==> src/rtl/serial_pkg.sv <==
// Shared encodings for the bit-serial subtractor: FSM state codes and counter sizing.
package serial_pkg;

    localparam logic [1:0] ST_IDLE  = 2'd0;
    localparam logic [1:0] ST_SHIFT = 2'd1;
    localparam logic [1:0] ST_DONE  = 2'd2;

    // Bit counter must reach WIDTH-1.
    function automatic int cnt_width(input int width);
        return (width > 1) ? $clog2(width) : 1;
    endfunction

endpackage

==> src/rtl/serial_sub_if.sv <==
// Operand/result bundle of serial_sub; o_ZERO exists only with SERIAL_SUB_ZFLAG_EN.
interface serial_sub_if #(parameter int WIDTH = 16);
  logic             i_CEN;
  logic             i_START;
  logic [WIDTH-1:0] i_A;
  logic [WIDTH-1:0] i_B;
  logic             i_BIN;
  logic             o_BUSY;
  logic             o_DONE;
  logic             o_D;
  logic             o_D_VALID;
  logic [WIDTH-1:0] o_Q;
  logic             o_BOUT;
`ifdef SERIAL_SUB_ZFLAG_EN
  logic             o_ZERO;
`endif

  modport slave (
    input  i_CEN, i_START, i_A, i_B, i_BIN,
`ifdef SERIAL_SUB_ZFLAG_EN
    output o_ZERO,
`endif
    output o_BUSY, o_DONE, o_D, o_D_VALID, o_Q, o_BOUT
  );

  modport master (
    output i_CEN, i_START, i_A, i_B, i_BIN,
`ifdef SERIAL_SUB_ZFLAG_EN
    input  o_ZERO,
`endif
    input  o_BUSY, o_DONE, o_D, o_D_VALID, o_Q, o_BOUT
  );
endinterface

==> src/rtl/fs_cell.sv <==
// Combinational one-bit full subtractor: D = A - B - BIN, BOUT set when the bit underflows.
// Zero latency, no flow control.
module fs_cell (
  input  logic i_A,
  input  logic i_B,
  input  logic i_BIN,
  output logic o_D,
  output logic o_BOUT
);
  assign o_D    = i_A ^ i_B ^ i_BIN;
  assign o_BOUT = (~i_A & i_B) | (~(i_A ^ i_B) & i_BIN);
endmodule

==> src/rtl/serial_sub.sv <==
// Bit-serial LSB-first subtractor Q = A - B - BIN; optional zero flag under SERIAL_SUB_ZFLAG_EN.
// Latency: WIDTH enabled edges after the start edge; i_CEN=0 freezes everything, start ignored while busy.
module serial_sub
  import serial_pkg::*;
#(
  parameter int WIDTH = 16
) (
  input  logic         i_EMUCLK,
  input  logic         i_RST,
  serial_sub_if.slave  bus
);
  localparam int CW = cnt_width(WIDTH);

  typedef enum logic [1:0] {
    IDLE  = ST_IDLE,
    SHIFT = ST_SHIFT,
    DONE  = ST_DONE
  } state_t;

  state_t           state;
  state_t           state_nxt;
  logic [WIDTH-1:0] sh_a;
  logic [WIDTH-1:0] sh_b;
  logic [WIDTH-1:0] q;
  logic             borrow;
  logic             borrow_nxt;
  logic             bout;
  logic [CW-1:0]    cnt;
  logic             d;
  logic             load;
  logic             shift_en;
  logic             last_bit;
`ifdef SERIAL_SUB_ZFLAG_EN
  logic             acc;
  logic             zero;
`endif

  fs_cell u_fs (
    .i_A    (sh_a[0]),
    .i_B    (sh_b[0]),
    .i_BIN  (borrow),
    .o_D    (d),
    .o_BOUT (borrow_nxt)
  );

  assign last_bit = (cnt == CW'(WIDTH - 1));
  assign shift_en = (state == SHIFT) && bus.i_CEN;

  always_comb begin
    state_nxt = state;
    load      = 1'b0;
    unique case (state)
      IDLE: begin
        if (bus.i_CEN && bus.i_START) begin
          load      = 1'b1;
          state_nxt = SHIFT;
        end
      end
      SHIFT: begin
        if (bus.i_CEN && last_bit) begin
          state_nxt = DONE;
        end
      end
      DONE: begin
        if (bus.i_CEN) begin
          // A start held in DONE reloads directly, skipping IDLE.
          load      = bus.i_START;
          state_nxt = bus.i_START ? SHIFT : IDLE;
        end
      end
      default: state_nxt = IDLE;
    endcase
  end

  always_ff @(posedge i_EMUCLK) begin
    if (i_RST) begin
      state  <= IDLE;
      sh_a   <= '0;
      sh_b   <= '0;
      q      <= '0;
      borrow <= 1'b0;
      bout   <= 1'b0;
      cnt    <= '0;
`ifdef SERIAL_SUB_ZFLAG_EN
      acc    <= 1'b0;
      zero   <= 1'b0;
`endif
    end else begin
      state <= state_nxt;
      if (load) begin
        sh_a   <= bus.i_A;
        sh_b   <= bus.i_B;
        borrow <= bus.i_BIN;
        cnt    <= '0;
        q      <= '0;
        bout   <= 1'b0;
`ifdef SERIAL_SUB_ZFLAG_EN
        acc    <= 1'b0;
        zero   <= 1'b0;
`endif
      end else if (shift_en) begin
        sh_a   <= sh_a >> 1;
        sh_b   <= sh_b >> 1;
        q      <= {d, q[WIDTH-1:1]};
        borrow <= borrow_nxt;
        cnt    <= cnt + CW'(1);
        // Result flags are latched on the final bit so they outlive DONE.
        if (last_bit) begin
          bout <= borrow_nxt;
        end
`ifdef SERIAL_SUB_ZFLAG_EN
        acc <= acc | d;
        if (last_bit) begin
          zero <= ~(acc | d);
        end
`endif
      end
    end
  end

  assign bus.o_BUSY    = (state == SHIFT);
  assign bus.o_D_VALID = (state == SHIFT);
  assign bus.o_DONE    = (state == DONE);
  assign bus.o_D       = d;
  assign bus.o_Q       = q;
  assign bus.o_BOUT    = bout;
`ifdef SERIAL_SUB_ZFLAG_EN
  assign bus.o_ZERO    = zero;
`endif
endmodule
==> src/flat_wrapper.sv <==
// flat-port wrapper written by rule: the top's interface ports become plain ports
module serial_sub_flat import serial_pkg::*;
#(
  parameter int WIDTH = 16
)
  (i_EMUCLK, i_RST, bus_i_CEN, bus_i_START, bus_i_A, bus_i_B, bus_i_BIN, bus_o_BUSY, bus_o_DONE, bus_o_D, bus_o_D_VALID, bus_o_Q, bus_o_BOUT);
  serial_sub_if #(.WIDTH(WIDTH)) bus_i ();
  input  logic i_EMUCLK;
  input  logic i_RST;
  input wire logic [$bits(bus_i.i_CEN)-1:0] bus_i_CEN;
  input wire logic [$bits(bus_i.i_START)-1:0] bus_i_START;
  input wire logic [$bits(bus_i.i_A)-1:0] bus_i_A;
  input wire logic [$bits(bus_i.i_B)-1:0] bus_i_B;
  input wire logic [$bits(bus_i.i_BIN)-1:0] bus_i_BIN;
  output wire logic [$bits(bus_i.o_BUSY)-1:0] bus_o_BUSY;
  output wire logic [$bits(bus_i.o_DONE)-1:0] bus_o_DONE;
  output wire logic [$bits(bus_i.o_D)-1:0] bus_o_D;
  output wire logic [$bits(bus_i.o_D_VALID)-1:0] bus_o_D_VALID;
  output wire logic [$bits(bus_i.o_Q)-1:0] bus_o_Q;
  output wire logic [$bits(bus_i.o_BOUT)-1:0] bus_o_BOUT;
  assign bus_i.i_CEN = bus_i_CEN;
  assign bus_i.i_START = bus_i_START;
  assign bus_i.i_A = bus_i_A;
  assign bus_i.i_B = bus_i_B;
  assign bus_i.i_BIN = bus_i_BIN;
  assign bus_o_BUSY = bus_i.o_BUSY;
  assign bus_o_DONE = bus_i.o_DONE;
  assign bus_o_D = bus_i.o_D;
  assign bus_o_D_VALID = bus_i.o_D_VALID;
  assign bus_o_Q = bus_i.o_Q;
  assign bus_o_BOUT = bus_i.o_BOUT;
  serial_sub #(.WIDTH(WIDTH)) u_core (.i_EMUCLK(i_EMUCLK), .i_RST(i_RST), .bus(bus_i));
endmodule
==> config.mk <==
export PLATFORM = sky130hd
export DESIGN_NAME = serial_sub_flat
export DESIGN_NICKNAME = d
export VERILOG_FILES = /design/src/rtl/serial_pkg.sv /design/src/rtl/serial_sub_if.sv /design/src/rtl/fs_cell.sv /design/src/rtl/serial_sub.sv /design/src/flat_wrapper.sv
export SDC_FILE = /design/constraint.sdc
export NUM_CORES = 1
export LEC_CHECK = 0
export CORE_ASPECT_RATIO = 1.4
export CORE_MARGIN = 4
export CORE_UTILIZATION = 45
export CTS_CLUSTER_DIAMETER = 100
export DETAILED_ROUTE_END_ITERATION = 10
export GPL_ROUTABILITY_DRIVEN = 1
export GPL_TIMING_DRIVEN = 0
export PLACE_DENSITY = 0.73
export SLEW_MARGIN = 30
export SYNTH_ARGS = -nofsm -noshare
export SYNTH_HDL_FRONTEND = slang
export SYNTH_SLANG_ARGS = --single-unit
==> constraint.sdc <==
create_clock -name i_EMUCLK -period 2.1 [get_ports i_EMUCLK]
set_clock_uncertainty 0.2 [all_clocks]
set_input_delay 0.63 -clock i_EMUCLK [delete_from_list [all_inputs] [get_ports i_EMUCLK]]
set_output_delay 0.63 -clock i_EMUCLK [all_outputs]
set_load 0.02 [all_outputs]
After elaboration in Yosys (flattened, before gate mapping)
Cells that the tools add are included.
{ "totals": {"out_inout_bits": 21, "inputBits": 37, "register_bits": 56} }
{ "classes": {"n_bitwise": 7, "n_eq_ne": 6, "mux": 14, "n_addsub": 1, "n_reduce_logical": 8} }
{ "ops": {"columns": ["op", "n"], "rows": [
  ["two-way mux 16 bit", 4],
  ["two-way mux 2 bit", 3],
  ["one-hot mux 2 bit (3 select lines)", 1],
  ["two-way mux 1 bit", 5],
  ["adder 4 x 1 -> 4 bit (second input constant)", 1],
  ["== test 4 bit (second input constant)", 1],
  ["!= test 2 x 1 -> 1 bit (second input constant)", 2],
  ["logical AND 1 bit", 3],
  ["AND reduction 3 bit", 1],
  ["bitwise AND 1 bit", 2],
  ["== test 2 x 1 -> 1 bit (second input constant)", 1],
  ["== test 2 bit (second input constant)", 1],
  ["zero test 2 bit", 1],
  ["!= test 2 bit (second input constant)", 1],
  ["NOT 1 bit", 2],
  ["one-hot mux 1 bit (2 select lines)", 1],
  ["AND reduction 2 bit", 1],
  ["nonzero test 2 bit", 1],
  ["OR reduction 2 bit", 1],
  ["XOR 1 bit", 2],
  ["bitwise OR 1 bit", 1]
]} }

Logic depth before layout (Yosys ltp)
{ "depth": {"word_depth": 6, "ltp_mapped": 6, "ltp_nobuf": 4} }

Modules after synthesis
From an unflattened synthesis, not the netlist that was laid out.
{ "hier_totals": {"hier_cells": 267, "area_unflattened_um2": 2257.2} }
{ "modules_own_cells": {"columns": ["module", "cells_per_inst", "area_each_um2", "instances"], "rows": [
  ["serial_sub", 263, 2225.9, 1],
  ["fs_cell", 4, 31.3, 1]
]} }

Worst setup path after synthesis
No wires, ideal clock.
{ "synth_timing": {"kind": "register -> output", "startpoint": "register u_core.sh_b[0]", "endpoint": "output bus_o_D", "required_time_ns": 1.270, "path_stages_with_launch": 3, "path_slack_ns": 0.290, "arrival_time_ns": 0.980, "cell_sequence": "dfxtp_1 -> inv_1 -> fa_1"} }
{ "synth_via": {"elab_chain_cells": 2} }
{ "synth_rtl": {"columns": ["item", "line_no", "rtl"], "rows": [
  ["start: declaration", "serial_sub.sv:23", "logic [WIDTH-1:0] sh_b;"],
  ["start signal: assignment", "serial_sub.sv:92", "sh_b <= bus.i_B;"],
  ["start signal: assignment", "serial_sub.sv:103", "sh_b <= sh_b >> 1;"],
  ["XOR 1 bit (2 in a row)", "fs_cell.sv:10", "assign o_D = i_A ^ i_B ^ i_BIN;"],
  ["end: declaration", "flat_wrapper.sv:17", "output wire logic [$bits(bus_i.o_D)-1:0] bus_o_D;"]
]} }
Every way passes these cells.

Worst setup path in the final report
{ "layout_timing": {"startpoint": "register u_core.sh_a[0]", "endpoint": "output bus_o_D"} }
{ "layout_via": {"elab_chain_cells": 2} }
{ "layout_rtl": {"columns": ["item", "line_no", "rtl"], "rows": [
  ["start: declaration", "serial_sub.sv:22", "logic [WIDTH-1:0] sh_a;"],
  ["start signal: assignment", "serial_sub.sv:91", "sh_a <= bus.i_A;"],
  ["start signal: assignment", "serial_sub.sv:102", "sh_a <= sh_a >> 1;"],
  ["XOR 1 bit (2 in a row)", "fs_cell.sv:10", null]
]} }
Every way passes these cells.

==> flow_summary.ini <==
[timing]
post-route-min-period_ns = 2.20
tightest_slew_ns = 0.620
fin_crit_sh = 1.05
fmax_mhz = 454
drv_slew = 0
setup_ws_ns = -0.103
maxSlewHeadroom = 0.587
grt_setup_unrepaired = yes
hold_viol_final = 0
setup_violations = 1
holdWs_ns = 0.257

[critical_path]
crit_path_max_fanout = 2
r2r-start = u_core.state[0]
path_class = reg2out
r2r-end = u_core.sh_a[5]
start_kind = register
arrival_ns = 1.37
crit_start = u_core.sh_a[0]
r2r_setup_slack_ns = 0.61
end_kind = output pin
rr_worst_depth = 5
crit_end = bus_o_D
crit_required_ns = 1.27

[cells_and_area]
fillers = 489
final_cell_mix = dfxtp_1, nand2_1, a21oi_1, clkdlybuf4s50_1, nand3_1
final_cells = 401
seqCellArea_um2 = 1130
nNetsFinal = 372
mostFrequentLayoutCell = dfxtp_1
final_area_um2 = 3260
drive_gt1_frac = 0.270
num_antenna_cells = 0
multi_input_area_um2 = 1230
area_growth_pct = 28.6

[clock_tree]
htreeDepth = 2
cts_inserted_buffers = 5
cts_root_buffer = clkbuf_8
clk_latency_ns = 0.31
cts_buffer_depth = 2
clkTransAtPathRegs_ns = 0.09
cts_tree = done
cts.sinks = 56

[detailed_routing]
dr.pass1.iters = 4
wire_per_inst_um = 14.0
ant_nets = 0
vias = 2108
drc = 0
first_iter_violations = 52
wl_met1_mm = 2.51
wl_met2_mm = 2.71
vias_per_cell = 5.26
top_layer = met4
wl_met3_um = 268
wl_mm = 5.61

[placed_design]
place.gp.congestion = 0.736
dp_hpwl_mm = 4.08
portBuffers = 55
place_ws_ns = -0.245
dpl_cell_area_um2 = 3170
dpl.cell_count = 393

[power_and_ir_drop]
leakagePower_uw = 0.00117
peakVddDrop_uv = 374
total_power_uw = 2070
power_density_nw_per_um2 = 634

[min_path]
hold_path.class = reg2reg

[die]
core_area_um2 = 5490
fp.dieArea_um2 = 6920
start_util = 0.462
die_w_um = 71.5
rows = 32
die_h_um = 96.8
ios = 58

[synthesis]
syn_inst = 270
synth.distinct_cells = 32
avgSynthCellArea_um2 = 9.39
seq_area_frac_synth = 0.442
synth-edff-count = 0
synth_top_area_frac = 0.442
synth_nets = 309
ys_ff_latch = 56
netlist.top_cell.by_area = dfxtp_1
synth_area_leaders = dfxtp_1, a22oi_2, nand2_1, a21oi_1, a21oi_2
synthArstFlopShare = 0
synth_ff_type = dfxtp_1
ys.warnings.count = 0
synth_area_um2 = 2540

[global_route]
grt.total_usage = 0.170
antenna_found_initial = 0
grt_pass1_wl_mm = 9.53
grt_pass1_vias = 2018
gr-total-overflow = 0
grt_max_degree = 16

[job]
drv_cap = 0

[status]
violations = negative setup slack
status = finished, violations left
## cells by family after synthesis
logic type                 synth area share
adders and majority gates            0.0128
and+or+nand+nor                       0.173
DFF                                   0.442
buffers and inverters                0.0745
AOI/OAI and AO/OA                     0.291
xor gates and xnor gates            0.00691
## layer usage
| layer | vias to the layer above | GRT usage |
|---|---|---|
| li1 | 1067 | - |
| met1 | 979 | 0.223 |
| met2 | 54 | 0.267 |
| met3 | 8 | 0.0322 |
| met4 | 0 | 0.0738 |
| met5 | - | 0 |
## metrics by stage
step                TNS (ns)  utilization
finish                -0.103        0.595
global route          -0.144        0.595
CTS                   -0.109        0.594
detailed placement     -2.77        0.578
global placement       -1.70        0.578
floorplan                  0            -
## cells in the mapped netlist, types with 2 or more instances
library cell	number
a211oi_2	11
a21oi_1	35
a21oi_2	18
a22oi_2	19
buf_2	10
buf_4	4
buf_6	6
clkbuf_1	3
dfxtp_1	56
inv_1	3
nand2_1	47
nand2b_1	2
nand3_1	23
nand3b_2	2
nor2_1	14
## worst max-delay path, stage by stage (launching register included)
cell     delay [ns]
dfxtp_2        0.34
fa_1           0.59
buf_6          0.13
## where the power goes
part           total [uW]  leakage (uW)  switching [uW]  internal [uW]
Sequential           1130      0.000458            28.2           1100
Combinational         321      0.000664             160            160
Clock                 617     0.0000503             323            294
Total                2070       0.00117             511           1560
## sequential cells by signal (all words and copies together) (netlist names)
name,count
u_core.bus.o_Q,16
u_core.sh_a,16
u_core.sh_b,16
u_core.cnt,4
u_core.state,2
u_core.borrow,1
u_core.bus.o_BOUT,1
## repair_timing
action                                  CTS  global route
endpoints found under the setup margin   20             4
pin swaps                                 1             1
hold buffers                              0             0
buffers inserted                          1             0
gates resized for setup                  34             5
endpoints found under the hold margin     0             0
## area by class of cell
type                            instances  area share
Buffer                                 25      0.0545
Clock buffer                            7      0.0295
Inverter                                3     0.00345
Multi-Input combinational cell        186       0.376
Sequential cell                        56       0.346
Tap cell                               68      0.0261
Timing Repair Buffer                   56       0.165
## worst min path at each step
stage,start,endpoint,slack [ns],cells after the start
after floorplan,u_core.borrow,u_core.borrow,0.25,2
after global placement,u_core.bus.o_Q[0],u_core.bus.o_Q[0],0.24,2
after detailed placement,u_core.bus.o_Q[0],u_core.bus.o_Q[0],0.25,2
after CTS,u_core.bus.o_Q[0],u_core.bus.o_Q[0],0.27,2
after global routing,u_core.bus.o_Q[0],u_core.bus.o_Q[0],0.29,2
final,u_core.bus.o_Q[0],u_core.bus.o_Q[0],0.26,2
(Power assumes the default switching activity.)
